## config.mk

```make
export PLATFORM = sky130hd
export DESIGN_NAME = decoder_3to8_hold
export DESIGN_NICKNAME = d
export VERILOG_FILES = /design/src/rtl/decoder_3to8_hold.sv
export SDC_FILE = /design/constraint.sdc
export NUM_CORES = 1
export LEC_CHECK = 0
export ABC_AREA = 1
export ABC_CLOCK_PERIOD_IN_PS = 1300
export CORE_UTILIZATION = 27
export DETAILED_ROUTE_END_ITERATION = 7
export GPL_TIMING_DRIVEN = 0
export SLEW_MARGIN = 20
export SYNTH_ARGS = -nofsm -noshare
export SYNTH_HDL_FRONTEND = slang
export SYNTH_SLANG_ARGS = --single-unit
```

## constraint.sdc

```tcl
create_clock -name clk -period 1.3 [get_ports clk]
set_clock_uncertainty 0.15 [all_clocks]
set_input_delay 0.195 -clock clk [delete_from_list [all_inputs] [get_ports clk]]
set_output_delay 0.195 -clock clk [all_outputs]
set_load 0.02 [all_outputs]
```

## src/rtl/decoder_3to8_hold.sv

```systemverilog
// 3-to-8 one-hot decoder with a per-word hold time.
// An accepted code is shown as a one-hot word for HOLD_CYCLES cycles; a new
// code may be accepted on the last hold cycle for gapless back-to-back words.
// Dropping enable aborts a hold; synchronous reset overrides everything.
module decoder_3to8_hold #(
  parameter int unsigned HOLD_CYCLES = 4
) (
  input  logic       clk,
  input  logic       rst,
  input  logic       enable,
  input  logic [2:0] code_in,
  input  logic       in_valid,
  output logic       in_ready,
  output logic [7:0] decoded_out,
  output logic       out_valid
);

  localparam int unsigned CNT_W = (HOLD_CYCLES > 1) ? $clog2(HOLD_CYCLES) : 1;
  localparam logic [CNT_W-1:0] CNT_LAST = CNT_W'(HOLD_CYCLES - 1);

  typedef enum logic {
    IDLE,
    HOLD
  } state_t;

  state_t           state, state_n;
  logic [CNT_W-1:0] cnt, cnt_n;
  logic [7:0]       dec_n;
  logic             last_cycle;
  logic             accept;

  // Handshake: ready when idle or on the final cycle of a hold
  always_comb begin
    last_cycle = (state == HOLD) && (cnt == CNT_LAST);
    in_ready   = enable && !rst && ((state == IDLE) || last_cycle);
    accept     = in_valid && in_ready;
  end

  // Next-state, counter and output word selection
  always_comb begin
    state_n = state;
    cnt_n   = cnt;
    dec_n   = decoded_out;
    if (accept) begin
      state_n = HOLD;
      cnt_n   = '0;
      dec_n   = 8'b0000_0001 << code_in;
    end else if (!enable) begin
      state_n = IDLE;
      cnt_n   = '0;
      dec_n   = '0;
    end else begin
      case (state)
        HOLD: begin
          if (last_cycle) begin
            state_n = IDLE;
            cnt_n   = '0;
            dec_n   = '0;
          end else begin
            cnt_n = cnt + 1'b1;
          end
        end
        default: begin
          state_n = IDLE;
          cnt_n   = '0;
          dec_n   = '0;
        end
      endcase
    end
  end

  // State register with synchronous reset taking priority
  always_ff @(posedge clk) begin
    if (rst) begin
      state       <= IDLE;
      cnt         <= '0;
      decoded_out <= '0;
    end else begin
      state       <= state_n;
      cnt         <= cnt_n;
      decoded_out <= dec_n;
    end
  end

  // Valid flag follows the word itself, so it can never disagree with it
  always_comb begin
    out_valid = |decoded_out;
  end

endmodule

```

* Word-level counts from Yosys, hierarchy flattened
Cells that the tools add are included.
** Operators by class
- Div/mod/pow operators :: 0
- Multiply operators :: 0
- Shift operators :: 1
- Reductions and logical operators :: 8
- Eq/ne operators :: 2
- Add/subtract/negate cells :: 1
- Bitwise operators :: 2
- Multiplexer cells :: 8
- Magnitude comparators :: 0
** Operator list (count)
- 2-to-1 mux 8 bit :: 4
- OR reduction 8 bit :: 1
- left shift 1 x 3 -> 8 bit, first input constant :: 1
- OR reduction 5 bit :: 1
- logical AND 1 bit :: 4
- 2-to-1 mux 1 bit :: 4
- inequality test 4 x 2 -> 1 bit, second input constant :: 1
- adder 2 x 1 -> 2 bit, second input constant :: 1
- equality test 2 bit, second input constant :: 1
- inverter 1 bit :: 2
- zero test 1 bit :: 1
- logical OR 1 bit :: 1
** Storage, ports and cells
- Memory bits (read-only) :: 0
- Input bits :: 7
- Memories kept :: 0
- Flip-flop bits (word level) :: 11
- Bits in writable memories :: 0
- Latch bits :: 0
- Logic and storage cells :: 25
- Output and inout port bits :: 10

* Logic depth before layout (Yosys ltp)
- Depth in word-level cells :: 6
- Depth in mapped cells :: 5
- Depth with buffers taken out :: 5

* Least setup slack after synthesis
OpenSTA, ideal clock, no wires.
- Path type :: register -> output
- From :: reg cnt[0]
- To :: out in_ready
- Arrival time :: 992 ps
- Cell stages (with the launch flop) :: 5
- Slack :: -37 ps
- Cell sequence :: dfxtp_1 > ha_1 > nor2_4 > buf_8 > nor2_1
** Between the ends
- Longest elaborated chain between the ends :: 4
** RTL lines
- start: declaration :: RTL line 27 : logic [CNT_W-1:0] cnt, cnt_n;
- start signal: assignment :: RTL line 80 : cnt <= cnt_n;
- equality test 2 bit :: RTL line 34 : last_cycle = (state == HOLD) && (cnt == CNT_LAST);
- logical AND 1 bit :: RTL line 34
- logical OR 1 bit :: RTL line 35 : in_ready = enable && !rst && ((state == IDLE) || last_cycle);
- logical AND 1 bit :: RTL line 35
- end: declaration :: RTL line 13 : output logic in_ready,
No other way between the ends.

* Final worst setup path
Ends and elaborated chain as after synthesis.

==> impl_metrics.yaml <==
outcome:
  status: "finished with violations"
  violations: "setup timing"
timing:
  fmax_ghz: 0.718
  hold_ws_ns: 0.339
  finalCriticalPeriod_ns: 1.39
  finalHoldViolCount: 0
  max_slew.worst_pin.slew_ns: 0.189
  rsz0062_at_grt: "yes"
  max_slew_margin: 0.874
  drv_slew: 0
  period_share: 1.07
  timing.final.ws_setup_ns: -0.0935
  setup_viol: 2
detailed_routing:
  drt_iter0_drc: 3
  drt-vias-per-instance: 4.16
  wl_per_cell_um: 9.47
  routed_wl_um: 1120
  vias: 491
  dr.pass1.iters: 4
  detail-route-antenna-nets: 0
  drc: 0
hold_path:
  hold_depth: 2
  hold_end: "decoded_out[6]"
  hold_path_class: "reg -> reg"
  holdCritStartpoint: "decoded_out[6]"
clocking:
  path_clk_slew_ns: 0.07
  htreeDepth: 1
  insertion_delay_ns: 0.27
  cts.sinks: 11
  numCtsBuffers: 3
  cts.path.max_buffers: 2
  cts_hold_buf: 0
  tritoncts: "done"
  root_buffer: "clkbuf_4"
pwr:
  power.share.combinational: 0.147
  internal-power_uw: 503
  vdd_ir_drop_max_uv: 772
  netSwitchingFraction: 0.264
  powerDensity_nw_per_um2: 871
  netSwitchingPower_uw: 180
  clkPwrFrac: 0.347
  power.leakage_nw: 0.380
  seqPwrFrac: 0.506
floorplan:
  start_util: 0.294
  rows: 15
  dieArea_um2: 2100
  die-height_um: 45.8
  die_x_um: 45.8
  ios: 17
  core_area_um2: 1760
logic_synthesis:
  synth_seq_cells: 11
  synthDistinctLibCells: 13
  syn_nets: 78
  synth_area_per_cell_um2: 7.40
  synth_top_area_frac: 0.425
  syn_inst: 70
  synth_top_area_cell: "dfxtp_1"
  synth_area_um2: 518
  ys_warn_count: 0
  yosysSeqAreaShare: 0.425
  yosys-top-cells-area: "dfxtp_1 (43%), nand2_1 (16%), nor2_1 (9.4%), nand3_1 (5.8%), nand3_2 (5.8%)"
critical_path:
  worst_setup_path_start_kind: "register"
  reg2reg_depth: 7
  r2r_slack_ns: 0.03
  cp-end-kind: "primary output"
  r2r-start: "cnt[0]"
  worstSetupPathType: "reg -> out"
  worstPathArrival_ns: 1.05
  timing.rr.end: "decoded_out[6]"
  worstPathRequired_ns: 0.95
  crit_fanout: 2
final_layout:
  multiInputGateArea_um2: 287
  post-route-util: 0.445
  layout_common_cells: "nand2_1 (22), dfxtp_2 (9), nor2_1 (8)"
  antenna_cells: 0
  fillerInstances: 195
  mostFrequentLayoutCell: "nand2_1"
  syn2layout_area_growth_pct: 51.4
  drive_gt1_frac: 0.452
  ff_latch_area_um2: 231
  layout.nets: 102
  instances_no_fill: 118
placement:
  dp_hpwl_um: 770
  place_congestion: 0.744
  io_buffers: 16
  place_ws_ns: -0.534
  dp_cells: 111
grt:
  grt_usage: 0.118
  grt_overflow: 0
  grt_pass1_wl_um: 1710
  grt_pass1_vias: 419
  grt_max_degree: 10
  antenna_found_initial: 0
job:
  drv_cap: 0
==> logic make-up (layout without fill, tap and decap cells) <==
logic type | after synthesis | count (layout) | share of synthesized area
flip-flops | 11 | 11 | 0.425
buffers and inverters | 8 | 31 | 0.0797
AND/OR/NAND/NOR | 50 | 50 | 0.471
adder cells (fa/ha/maj) | 1 | 1 | 0.0242
==> final cells by class <==
type	instances	share of cell area
well taps	25	0.0399
inverters	7	0.0335
multi-input cells	51	0.365
clock inverters	1	0.00638
repair buffers	20	0.231
flip-flops and latches	11	0.295
clock buffers	3	0.0287
==> flip-flops by register name (all words and copies together), names as in the netlist <==
register / cells
state: 1
decoded_out: 8
cnt: 2
==> cells in the mapped netlist (all sizes together) <==
| cell | count |
|---|---|
| nand2 | 23 |
| buf | 1 |
| ha | 1 |
| nand3 | 9 |
| dfxtp | 11 |
| nand4 | 1 |
| inv | 7 |
| nor2 | 17 |
==> power by group through the flow <==
stage               clock network (mW)  logic [mW]  registers (mW)
finish                           0.237       0.101           0.346
floorplan                            0      0.0507           0.355
detailed placement                   0      0.0950           0.353
CTS                              0.248       0.102           0.345
global placement                     0      0.0947           0.352
global route                     0.266       0.109           0.347
==> worst max path at each step <==
stage / from / endpoint / slack, ns
4_1_cts: cnt[0] / in_ready / -0.17
2_1_floorplan: cnt[0] / in_ready / 0.06
3_5_place_dp: enable / in_ready / -0.53
3_3_place_gp: enable / in_ready / -0.53
6_report: cnt[0] / in_ready / -0.09
5_1_grt: cnt[0] / in_ready / -0.14
==> layer usage <==
layer | up-vias | wire length [µm] | GRT usage
met5 | - | 0 | 0
met4 | 0 | 0 | 0.0353
met3 | 0 | 73 | 0.0714
met2 | 15 | 496 | 0.169
met1 | 216 | 549 | 0.147
li1 | 260 | - | -
==> what timing repair did <==
item	CTS	global route
setup buffers	3	1
pin swaps	5	9
resized for setup	38	15
endpoints found under the setup margin	10	10
==> metrics by stage <==
| stage | TNS (ns) | power [mW] | instance area (µm²) |
|---|---|---|---|
| after floorplan | 0 | 0.406 | 520 |
| after CTS | -0.213 | 0.695 | 787 |
| after detailed placement | -1.12 | 0.448 | 712 |
| after global placement | -1.00 | 0.447 | 712 |
| final | -0.117 | 0.684 | 785 |
| after global routing | -0.465 | 0.721 | 785 |
==> critical path, cell delays in order, from the launching register on <==
cell,delay (ns)
dfxtp_2,0.34
ha_4,0.16
nor2_4,0.11
nor2_2,0.04
buf_6,0.12
Note: power is estimated with default switching activity, not from simulation.
